==> src/rtl/decode_stage.sv <==
// RV32 decode pipeline stage: input skid FIFO, flush, and registered decoded bundle.
// Latency 1 cycle through an empty stage; throughput 1 instruction/cycle.
// Backpressure: if_ready comes only from the registered FIFO count; outputs hold while id_valid && !id_ready.

// Generic synchronous FIFO storing payloads without reset.
// Latency: an entry pushed at one edge can be popped from the next cycle; pop_dat is combinational from the head.
// Backpressure: the caller must not push when count == DEPTH or pop when count == 0.
module sync_fifo #(
    parameter int W     = 64,
    parameter int DEPTH = 2,
    parameter int CW    = $clog2(DEPTH) + 1
) (
    input  logic          clk,
    input  logic          rst,
    input  logic          clr,
    input  logic          push_vld,
    input  logic [W-1:0]  push_dat,
    input  logic          pop_rdy,
    output logic [W-1:0]  pop_dat,
    output logic [CW-1:0] count
);
    localparam int AW = $clog2(DEPTH);

    logic [W-1:0]  mem [DEPTH];
    logic [AW-1:0] wr_ptr;
    logic [AW-1:0] rd_ptr;

    always_ff @(posedge clk) begin
        if (push_vld) begin
            mem[wr_ptr] <= push_dat;
        end
    end

    // DEPTH is a power of two, so pointers wrap naturally.
    always_ff @(posedge clk) begin
        if (rst || clr) begin
            wr_ptr <= '0;
            rd_ptr <= '0;
            count  <= '0;
        end else begin
            if (push_vld) wr_ptr <= wr_ptr + 1'b1;
            if (pop_rdy)  rd_ptr <= rd_ptr + 1'b1;
            count <= count + CW'(push_vld) - CW'(pop_rdy);
        end
    end

    assign pop_dat = mem[rd_ptr];
endmodule

// Decode stage top: loads the slot from the FIFO head, or bypasses the incoming instruction.
// Latency: 1 cycle from accept to id_valid when the stage is empty.
// Backpressure: stalled bundle holds; the FIFO absorbs up to BUF_DEPTH extra instructions.
module decode_stage #(
    parameter int XLEN        = 32,
    parameter int BUF_DEPTH   = 2,
    parameter int SUPPORT_M   = 1,
    parameter int SUPPORT_CSR = 1
) (
    input  logic            clk,
    input  logic            rst,
    input  logic            if_valid,
    output logic            if_ready,
    input  logic [XLEN-1:0] if_instr,
    input  logic [XLEN-1:0] if_pc,
    input  logic            flush,
    output logic            id_valid,
    input  logic            id_ready,
    output logic [XLEN-1:0] id_pc,
    output logic [XLEN-1:0] id_instr,
    output logic [4:0]      id_rd,
    output logic [4:0]      id_rs1,
    output logic [4:0]      id_rs2,
    output logic            id_rs1_rd,
    output logic            id_rs2_rd,
    output logic            id_reg_wen,
    output logic [XLEN-1:0] id_imm,
    output logic [3:0]      id_alu_op,
    output logic            id_mul_instr,
    output logic [2:0]      id_mul_op,
    output logic            id_mem_rd,
    output logic            id_mem_wr,
    output logic [2:0]      id_mem_op,
    output logic            id_br,
    output logic            id_jal,
    output logic            id_jalr,
    output logic            id_op1_zero,
    output logic            id_op1_pc,
    output logic            id_op2_4,
    output logic            id_sel_imm,
    output logic            id_csr_rd,
    output logic [1:0]      id_csr_wr_op,
    output logic [11:0]     id_csr_addr,
    output logic            id_ill_instr
);
    localparam int CW = $clog2(BUF_DEPTH) + 1;

    localparam logic [6:0] OPC_LUI    = 7'b0110111;
    localparam logic [6:0] OPC_AUIPC  = 7'b0010111;
    localparam logic [6:0] OPC_JAL    = 7'b1101111;
    localparam logic [6:0] OPC_JALR   = 7'b1100111;
    localparam logic [6:0] OPC_BRANCH = 7'b1100011;
    localparam logic [6:0] OPC_LOAD   = 7'b0000011;
    localparam logic [6:0] OPC_STORE  = 7'b0100011;
    localparam logic [6:0] OPC_OPIMM  = 7'b0010011;
    localparam logic [6:0] OPC_OP     = 7'b0110011;
    localparam logic [6:0] OPC_SYSTEM = 7'b1110011;

    typedef struct packed {
        logic [XLEN-1:0] pc;
        logic [XLEN-1:0] instr;
        logic [XLEN-1:0] imm;
        logic [4:0]      rd;
        logic [4:0]      rs1;
        logic [4:0]      rs2;
        logic            rs1_rd;
        logic            rs2_rd;
        logic            reg_wen;
        logic [3:0]      alu_op;
        logic            mul_instr;
        logic [2:0]      mul_op;
        logic            mem_rd;
        logic            mem_wr;
        logic [2:0]      mem_op;
        logic            br;
        logic            jal;
        logic            jalr;
        logic            op1_zero;
        logic            op1_pc;
        logic            op2_4;
        logic            sel_imm;
        logic            csr_rd;
        logic [1:0]      csr_wr_op;
        logic [11:0]     csr_addr;
        logic            ill_instr;
    } dec_t;

    logic [CW-1:0]     fifo_cnt;
    logic [2*XLEN-1:0] fifo_head;
    logic              fifo_nempty;
    logic              accept;
    logic              slot_free;
    logic              load;
    logic              fifo_push;
    logic              fifo_pop;
    logic [XLEN-1:0]   src_instr;
    logic [XLEN-1:0]   src_pc;
    dec_t              dec;
    dec_t              slot_q;
    logic              valid_q;

    assign if_ready    = (fifo_cnt < CW'(BUF_DEPTH));
    assign fifo_nempty = (fifo_cnt != '0);
    assign accept      = if_valid && if_ready && !flush;
    assign slot_free   = !valid_q || id_ready;
    assign load        = slot_free && (fifo_nempty || accept);
    // An accepted instruction goes straight to the slot only when nothing older is queued.
    assign fifo_push   = accept && !(slot_free && !fifo_nempty);
    assign fifo_pop    = slot_free && fifo_nempty && !flush;
    assign src_instr   = fifo_nempty ? fifo_head[XLEN-1:0]      : if_instr;
    assign src_pc      = fifo_nempty ? fifo_head[2*XLEN-1:XLEN] : if_pc;

    sync_fifo #(
        .W     (2*XLEN),
        .DEPTH (BUF_DEPTH),
        .CW    (CW)
    ) u_fifo (
        .clk      (clk),
        .rst      (rst),
        .clr      (flush),
        .push_vld (fifo_push),
        .push_dat ({if_pc, if_instr}),
        .pop_rdy  (fifo_pop),
        .pop_dat  (fifo_head),
        .count    (fifo_cnt)
    );

    logic [6:0]      opc;
    logic [2:0]      f3;
    logic [6:0]      f7;
    logic [XLEN-1:0] imm_i, imm_s, imm_b, imm_u, imm_j;
    logic            ill;

    assign opc   = src_instr[6:0];
    assign f3    = src_instr[14:12];
    assign f7    = src_instr[31:25];
    assign imm_i = {{20{src_instr[31]}}, src_instr[31:20]};
    assign imm_s = {{20{src_instr[31]}}, src_instr[31:25], src_instr[11:7]};
    assign imm_b = {{19{src_instr[31]}}, src_instr[31], src_instr[7], src_instr[30:25], src_instr[11:8], 1'b0};
    assign imm_u = {src_instr[31:12], 12'b0};
    assign imm_j = {{11{src_instr[31]}}, src_instr[31], src_instr[19:12], src_instr[20], src_instr[30:21], 1'b0};

    always_comb begin
        dec          = '0;
        ill          = 1'b0;
        dec.pc       = src_pc;
        dec.instr    = src_instr;
        dec.rd       = src_instr[11:7];
        dec.rs1      = src_instr[19:15];
        dec.rs2      = src_instr[24:20];
        dec.csr_addr = src_instr[31:20];
        case (opc)
            OPC_OP: begin
                dec.rs1_rd  = 1'b1;
                dec.rs2_rd  = 1'b1;
                dec.reg_wen = 1'b1;
                case (f7)
                    7'b0000000: dec.alu_op = {1'b0, f3};
                    7'b0100000: begin
                        dec.alu_op = {1'b1, f3};
                        if (f3 != 3'b000 && f3 != 3'b101) ill = 1'b1;
                    end
                    7'b0000001: begin
                        dec.mul_instr = 1'b1;
                        dec.mul_op    = f3;
                        if (SUPPORT_M == 0) ill = 1'b1;
                    end
                    default: ill = 1'b1;
                endcase
            end
            OPC_OPIMM: begin
                dec.rs1_rd  = 1'b1;
                dec.reg_wen = 1'b1;
                dec.sel_imm = 1'b1;
                dec.imm     = imm_i;
                dec.alu_op  = {1'b0, f3};
                if (f3 == 3'b001 && f7 != 7'b0000000) ill = 1'b1;
                if (f3 == 3'b101) begin
                    dec.alu_op[3] = f7[5];
                    if (f7 != 7'b0000000 && f7 != 7'b0100000) ill = 1'b1;
                end
            end
            OPC_LOAD: begin
                dec.rs1_rd  = 1'b1;
                dec.reg_wen = 1'b1;
                dec.mem_rd  = 1'b1;
                dec.mem_op  = f3;
                dec.sel_imm = 1'b1;
                dec.imm     = imm_i;
                if (f3 == 3'b011 || f3 == 3'b110 || f3 == 3'b111) ill = 1'b1;
            end
            OPC_STORE: begin
                dec.rs1_rd  = 1'b1;
                dec.rs2_rd  = 1'b1;
                dec.mem_wr  = 1'b1;
                dec.mem_op  = f3;
                dec.sel_imm = 1'b1;
                dec.imm     = imm_s;
                if (f3 >= 3'b011) ill = 1'b1;
            end
            OPC_BRANCH: begin
                dec.rs1_rd = 1'b1;
                dec.rs2_rd = 1'b1;
                dec.br     = 1'b1;
                dec.imm    = imm_b;
                if (f3 == 3'b010 || f3 == 3'b011) ill = 1'b1;
            end
            OPC_JALR: begin
                dec.rs1_rd  = 1'b1;
                dec.reg_wen = 1'b1;
                dec.jalr    = 1'b1;
                dec.op1_pc  = 1'b1;
                dec.op2_4   = 1'b1;
                dec.imm     = imm_i;
                if (f3 != 3'b000) ill = 1'b1;
            end
            OPC_JAL: begin
                dec.reg_wen = 1'b1;
                dec.jal     = 1'b1;
                dec.op1_pc  = 1'b1;
                dec.op2_4   = 1'b1;
                dec.imm     = imm_j;
            end
            OPC_LUI: begin
                dec.reg_wen  = 1'b1;
                dec.op1_zero = 1'b1;
                dec.sel_imm  = 1'b1;
                dec.imm      = imm_u;
            end
            OPC_AUIPC: begin
                dec.reg_wen = 1'b1;
                dec.op1_pc  = 1'b1;
                dec.sel_imm = 1'b1;
                dec.imm     = imm_u;
            end
            OPC_SYSTEM: begin
                // Immediate CSR forms carry the zero-extended rs1 field as the operand.
                dec.reg_wen   = 1'b1;
                dec.rs1_rd    = !f3[2];
                dec.sel_imm   = f3[2];
                dec.imm       = {27'b0, src_instr[19:15]};
                dec.csr_rd    = (f3[1:0] != 2'b01) || (src_instr[11:7] != 5'd0);
                dec.csr_wr_op = (f3[1] && src_instr[19:15] == 5'd0) ? 2'b00 : f3[1:0];
                if (f3[1:0] == 2'b00 || SUPPORT_CSR == 0) ill = 1'b1;
            end
            default: ill = 1'b1;
        endcase
        if (src_instr[1:0] != 2'b11) ill = 1'b1;
        if (ill) begin
            dec.reg_wen   = 1'b0;
            dec.mem_rd    = 1'b0;
            dec.mem_wr    = 1'b0;
            dec.br        = 1'b0;
            dec.jal       = 1'b0;
            dec.jalr      = 1'b0;
            dec.mul_instr = 1'b0;
            dec.csr_rd    = 1'b0;
            dec.csr_wr_op = 2'b00;
        end
        dec.ill_instr = ill;
    end

    always_ff @(posedge clk) begin
        if (rst) begin
            slot_q  <= '0;
            valid_q <= 1'b0;
        end else if (flush) begin
            valid_q <= 1'b0;
        end else if (slot_free) begin
            valid_q <= load;
            if (load) slot_q <= dec;
        end
    end

    assign id_valid     = valid_q;
    assign id_pc        = slot_q.pc;
    assign id_instr     = slot_q.instr;
    assign id_rd        = slot_q.rd;
    assign id_rs1       = slot_q.rs1;
    assign id_rs2       = slot_q.rs2;
    assign id_rs1_rd    = slot_q.rs1_rd;
    assign id_rs2_rd    = slot_q.rs2_rd;
    assign id_reg_wen   = slot_q.reg_wen;
    assign id_imm       = slot_q.imm;
    assign id_alu_op    = slot_q.alu_op;
    assign id_mul_instr = slot_q.mul_instr;
    assign id_mul_op    = slot_q.mul_op;
    assign id_mem_rd    = slot_q.mem_rd;
    assign id_mem_wr    = slot_q.mem_wr;
    assign id_mem_op    = slot_q.mem_op;
    assign id_br        = slot_q.br;
    assign id_jal       = slot_q.jal;
    assign id_jalr      = slot_q.jalr;
    assign id_op1_zero  = slot_q.op1_zero;
    assign id_op1_pc    = slot_q.op1_pc;
    assign id_op2_4     = slot_q.op2_4;
    assign id_sel_imm   = slot_q.sel_imm;
    assign id_csr_rd    = slot_q.csr_rd;
    assign id_csr_wr_op = slot_q.csr_wr_op;
    assign id_csr_addr  = slot_q.csr_addr;
    assign id_ill_instr = slot_q.ill_instr;
endmodule
==> config.mk <==
export PLATFORM = sky130hd
export DESIGN_NAME = decode_stage
export DESIGN_NICKNAME = d
export VERILOG_FILES = /design/src/rtl/decode_stage.sv
export SDC_FILE = /design/constraint.sdc
export NUM_CORES = 1
export LEC_CHECK = 0
export ABC_AREA = 1
export CAP_MARGIN = 40
export CORE_MARGIN = 3
export CORE_UTILIZATION = 52
export DETAILED_ROUTE_END_ITERATION = 8
export HOLD_SLACK_MARGIN = 0.02
export PLACE_DENSITY_LB_ADDON = 0.08
export SETUP_SLACK_MARGIN = 0.1
export SYNTH_ARGS = -nofsm -noshare
export SYNTH_HDL_FRONTEND = slang
export SYNTH_SLANG_ARGS = --single-unit
==> constraint.sdc <==
create_clock -name clk -period 6.3 [get_ports clk]
set_input_delay 0.945 -clock clk [delete_from_list [all_inputs] [get_ports clk]]
set_output_delay 0.945 -clock clk [all_outputs]
set_load 0.02 [all_outputs]
==> results of run 1 <==
cells by family after synthesis:
| group | synth area share (%) |
|---|---|
| buffers and inverters | 7.21 |
| AOI/OAI and AO/OA | 11.8 |
| and+or+nand+nor | 21.9 |
| xor gates and xnor gates | 0.0801 |
| adders and majority gates | 0.229 |
| DFF | 58.8 |
layout make-up:
| class | count | area, um2 |
|---|---|---|
| fillers | 1700 | 6550 |
| flip-flops and latches | 257 | 6430 |
| multi-input cells | 799 | 3740 |
| repair buffers | 232 | 2370 |
| clock buffers | 31 | 699 |
| well taps | 270 | 338 |
| inverters | 58 | 220 |
| clock inverters | 16 | 91.3 |
metal layers:
layer	vias to the layer above	global-route usage, %	share of wire (%)
li1	4362	-	-
met1	4154	33.4	42
met2	308	40.9	49
met3	43	4.25	6.7
met4	0	6.94	2.5
met5	-	0	0
per-stage QoR:
| stage | instances | setup WS [ps] |
|---|---|---|
| after detailed placement | 1616 | 2800 |
| after global routing | 1663 | 2530 |
| after global placement | 1612 | 2760 |
| after floorplan | 1210 | 1760 |
| final | 1663 | 2880 |
| after CTS | 1663 | 2900 |
state kept, by name, indices dropped and copies added, names as in the netlist, 2 cells and up, named ones only:
name / flops
id_pc: 32
id_mul_op: 3
id_mem_op: 3
u_fifo.count: 2
id_instr: 32
id_alu_op: 4
id_csr_wr_op: 2
u_fifo.mem: 128
id_imm: 32
report_power, final:
| part | internal [uW] | switching (uW) |
|---|---|---|
| Combinational | 159 | 214 |
| Clock | 793 | 642 |
| Sequential | 1790 | 25.3 |
| Total | 2740 | 881 |
path summary, 6_finish.rpt:
| kind | from | to | cells past startpoint |
|---|---|---|---|
| min | id_imm[0] | id_imm[0] | 2 |
| max reg2reg | u_fifo.count[1] | id_csr_rd | 14 |
| min reg2reg | id_imm[0] | id_imm[0] | 2 |
| max | u_fifo.count[1] | id_csr_rd | 14 |
worst max-delay path: stages (launching register included):
cell and delay, ps:
dfxtp_1 360, inv_2 70, nand2_4 550, inv_2 450, nand2_1 140, nand2_1 100, nor2_2 210, nand2_1 130
a21oi_2 540, nor2_2 220, nand3_1 120, nand2_1 80, nor2_1 150, nand2_1 90, a21oi_2 110
synth_stat cells (3+ instances only):
| cell type | number |
|---|---|
| nand2_2 | 8 |
| a31oi_1 | 3 |
| or2_2 | 6 |
| o21ai_0 | 74 |
| clkbuf_1 | 37 |
| dfxtp_1 | 129 |
| a21oi_1 | 87 |
| buf_6 | 3 |
| nand4_1 | 3 |
| a21oi_2 | 3 |
| buf_4 | 34 |
| buf_2 | 17 |
| edfxtp_1 | 128 |
| inv_2 | 9 |
| nor2_4 | 3 |
| nor3_1 | 4 |
| a211oi_1 | 31 |
| inv_1 | 49 |
| o211ai_1 | 14 |
| nand3_1 | 91 |
| nand2_1 | 333 |
| nor2_2 | 3 |
| nor2_1 | 114 |
==> reports/results.txt, run 1 <==
Hold Crit Class - flop to flop
Main synth FF type - dfxtp_1
Routed Wire Length - 28500 um
Starting DRT DRC Count - 721
Startpoint class of the critical path - flop
Library cells used by synthesis - 43
Worst-Skew Late Latency - 540 ps
Die outline height - 151 um
Resized cells post-CTS - 0
Reg2reg setup slack - 2880 ps
First-pass GRT wire length - 44700 um
Total clock buffers created by CTS - 26
Crit. End Element - flop
Clock buffer depth - 3
Worst hold margin - 463 ps
CTS HTree Levels - 1
Dominant cells by area after synthesis - edfxtp_1, dfxtp_1, nand2_1
Yosys warns - 0
Worst slew pin tran - 910 ps
Leak pwr - 0.00518 uW
Cell Area, Placed - 13100 um2
Relative slew slack - 39.4%
Drt drc - 0
Pwr Density - 261 nW/um2
CTS clk-pin slew, worst paths - 60 ps
Max Cap Violations - 0
Util after Layout - 68.0%
Post-synthesis register bit count - 257
Io pins - 221
Final worst-path cycle share - 54.3%
Synthesized area per cell - 9.03 um2
Most common cell after layout, fill and taps aside - nand2_1
TNS Setup - 0 ps
Die area - 22800 um2
Required @ worst endpoint - 6760 ps
Total power - 3620 uW
Layout cells sized above 1 - 7.18%
Sink Count - 257
Setup Skew - 16.5 ps
Initial antenna violation count - 0
Setup bufs post-CTS - 0
Crit Path Category - flop to flop
F_max - 292 MHz
Min Tclk post-route - 3420 ps
Die W - 151 um
Crit path max fanout - 67
Pins over their slew limit - 0
P&R area growth vs syn - 27.0%
Share of flip-flops with an asynchronous set or reset - 0%
Final Hold Vio Count - 0
GRT Total Usage - 24.6%
Final Instance Area - 13900 um2
Top cell type by total area after synthesis - edfxtp_1
RSZ-0062 raised after global routing - false
Num rows - 52
Seq/Total Area, Yosys - 58.8%
Largest net degree at the start of global routing - 89
Post-cts hold buffer count - 0
DR vias - 8867
Drt pass-1 iters - 5
Root Buffer - clkbuf_16
Post-synth EDFFs - 128
Placer Congestion - 0.894
GRT overflow - 0
Number of global-route vias before repair - 8377
Layout net count - 1445
Most frequent cells in the layout - nand2_1, clkdlybuf4s50_1, dfxtp_1, edfxtp_1, nor2_1
Via density - 5.33
Syn Std Cell Area - 10900 um2
Core Box Area - 20400 um2
Synthesized instance count - 1210
Status - complete, no violations
WP data arrival - 3880 ps
DR WL/cell - 17.1 um
Worst VDD drop - 240 uV
# diodes - 0
Yosys top cell area share - 35.2%
Final setup viols - 0
Final ANT Viol Nets - 0
Buffers on Ports - 220
Initial core utilization - 53.5%
Dpl hpwl - 19200 um
TritonCTS clock tree - built
Synthesized Nets - 1281
No activity file was read; power rests on OpenSTA's default activity.
==> run 2, diff against run 1 <==
Clock period 6.3 ns to 3.31 ns, I/O delays scaled along.
==> run 2 against run 1 <==
Effect of this change: critical path depth decreased by 2; sequential cell count is the same; clock power is 110% higher; register-to-register slack got worse by 2400 ps; sequential share of layout area down 0.38 points; design area up 0.82%; count of clock-buffer cells in the layout increased by 12; first-iteration DRC count rose by 3.1%; final cell count is 0.48% higher.
==> reports/results.txt, run 2 (synthesized netlist as in run 1, its figures left out) <==
Number of global-route vias before repair - 8546 (+2.0%)
Most flop-heavy register - u_fifo.mem
Reg2reg setup slack - 490 ps (-2390 ps)
Max reg flops - 128 (unchanged)
Status - complete, no violations
Part of the power in registers - 48.6% (-1.5 points)
Drt pass-1 iters - 7 (+2)
Hold Crit Class - flop to flop
RSZ-0062 raised after global routing - false
Leak pwr - 0.00523 uW (+0.90%)
Buffers on Ports - 220 (unchanged)
GRT Total Usage - 25.0% (+0.43 points)
Crit Path Category - flop to flop
Total clock buffers created by CTS - 27 (+3.8%)
Crit. End Element - flop
CTS clk-pin slew, worst paths - 60 ps (about the same)
First-pass GRT wire length - 45400 um (+1.6%)
Comb pwr share - 10.0% (-0.3 points)
DR vias - 8863 (-0.045%)
Worst VDD drop - 447 uV (+87%)
DR WL/cell - 17.2 um (+0.43%)
Setup Skew - 14.4 ps (-2.11 ps)
Layout net count - 1451 (+0.42%)
Met3 Track Usage GR - 4.55% (+0.30 points)
FILL cells - 1677 (-1.4%)
Placer Congestion - 0.897 (+0.38%)
Worst Setup Slack, final - 488 ps (-2390 ps)
Die area - 22800 um2 (unchanged)
WP data arrival - 3270 ps (-610 ps)
Max Cap Violations - 0 (unchanged)
Final Hold Vio Count - 0 (unchanged)
Final setup viols - 0 (unchanged)
Pre-CTS setup slack - 510 ps (-2290 ps)
Sink Count - 257 (unchanged)
Num rows - 52 (unchanged)
Pins over their slew limit - 0 (unchanged)
Worst-Skew Late Latency - 530 ps (about the same)
Layout cells sized above 1 - 7.43% (+0.25 points)
Met2 Track Usage GR - 42.4% (+1.4 points)
Startpoint class of the critical path - flop
Io pins - 221 (unchanged)
CTS HTree Levels - 1 (unchanged)
Core Box Area - 20400 um2 (unchanged)
Die W - 151 um (unchanged)
GRT overflow - 0 (unchanged)
GRT busiest layer - met2
Worst slew pin tran - 915 ps (+5.03 ps)
Net Sw Power - 1670 uW (+89%)
Dpl hpwl - 19600 um (+1.9%)
Clock buffer depth - 3 (unchanged)
Crit path max fanout - 32 (-52%)
Relative slew slack - 38.4% (-0.98 points)
Min Tclk post-route - 2820 ps (-601 ps)
FF/Latch Area - 6430 um2 (unchanged)
Root Buffer - clkbuf_16
Post-cts hold buffer count - 0 (unchanged)
Pwr Density - 508 nW/um2 (+95%)
F_max - 354 MHz (+21%)
Final ANT Viol Nets - 0 (unchanged)
Most frequent cells in the layout - nand2_1, clkdlybuf4s50_1, dfxtp_1, edfxtp_1, nor2_1
P&R area growth vs syn - 28.1%
Worst hold margin - 447 ps (-15.8 ps)
Most common cell after layout, fill and taps aside - nand2_1
TNS Setup - 0 ps (unchanged)
Clock Power Share - 41.4% (+1.8 points)
Drt drc - 0 (unchanged)
Die outline height - 151 um (unchanged)
Footprint of the multi-input gates - 3740 um2 (unchanged)
Final worst-path cycle share - 85.3% (+31 points)
Pint - 5440 uW (+98%)
Via density - 5.30 (-0.52%)
Resized cells post-CTS - 0 (unchanged)
Largest net degree at the start of global routing - 88 (-1.1%)
Initial core utilization - 53.5% (unchanged)
Starting DRT DRC Count - 743 (+3.1%)
TritonCTS clock tree - built
Routed Wire Length - 28700 um (+0.91%)
Required @ worst endpoint - 3760 ps (-3000 ps)
Setup bufs post-CTS - 0 (unchanged)
Met1 usage - 32.4% (-0.97 points)
Switching share of power - 23.4% (-0.86 points)
Initial antenna violation count - 2 (+2)
## run 2: cell types whose count changed in the layout (fill, tap and decap cells not counted), sizes merged
cell,delta
clkbuf,+12
clkinv,-11
buf,+5
clkinvlp,+1
diode,+1
## run 2: worst max-delay path, cell delays in order, from the launching register on
cell and delay [ps]:
dfxtp_1 360, inv_2 70, nand2_4 280, inv_2 260, nand2_1 120, nand2_1 80, nor2_2 200, nand3_1 250
inv_2 170, nand2_1 420, o211ai_1 280, nand2_1 80, a21oi_1 130
## run 2: final cells by class
| cell class | count | share of cell area (%) |
|---|---|---|
| Sequential cell | 257 | 45.9 |
| Multi-Input combinational cell | 799 | 26.7 |
| Timing Repair Buffer | 237 | 17.1 |
| Clock buffer | 43 | 5.94 |
| Tap cell | 270 | 2.41 |
| Inverter | 58 | 1.57 |
| Clock inverter | 6 | 0.304 |
| Antenna cell | 1 | 0.0179 |
## run 2: final timing paths
path,from,to,depth (start not counted)
setup / recovery,u_fifo.count[1],id_imm[19],12
hold / removal,u_fifo.rd_ptr,flop,1
setup reg to reg,u_fifo.count[1],id_imm[19],12
hold reg to reg,u_fifo.rd_ptr,flop,1
## run 2: routing by layer
layer | up-vias | wire length, um
met5 | - | 13
met4 | 2 | 895
met3 | 66 | 1840
met2 | 281 | 14100
met1 | 4114 | 11900
li1 | 4400 | -
## run 2: per-stage QoR
step	cells	instance area (um2)	utilization (%)	power, uW
floorplan	1210	10900	-	3900
global placement	1620	13100	64.1	4220
detailed placement	1621	13100	64.2	4240
CTS	1670	14000	68.5	7160
global route	1671	14000	68.5	7350
finish	1671	14000	68.5	7110
## run 2: power groups by stage
stage,sequential [uW],combinational [uW],clock (uW)
3_5_place_dp,3520,712,0
6_report,3460,712,2940
4_1_cts,3460,716,2990
3_3_place_gp,3520,702,0
2_1_floorplan,3590,308,0
5_1_grt,3460,773,3110
==> run 3, diff against run 2 <==
Settings changed: ABC_CLOCK_PERIOD_IN_PS set to 3310.
==> results of run 3 <==
Same layout as run 2: the final DEF is identical, and so are final timing and power.
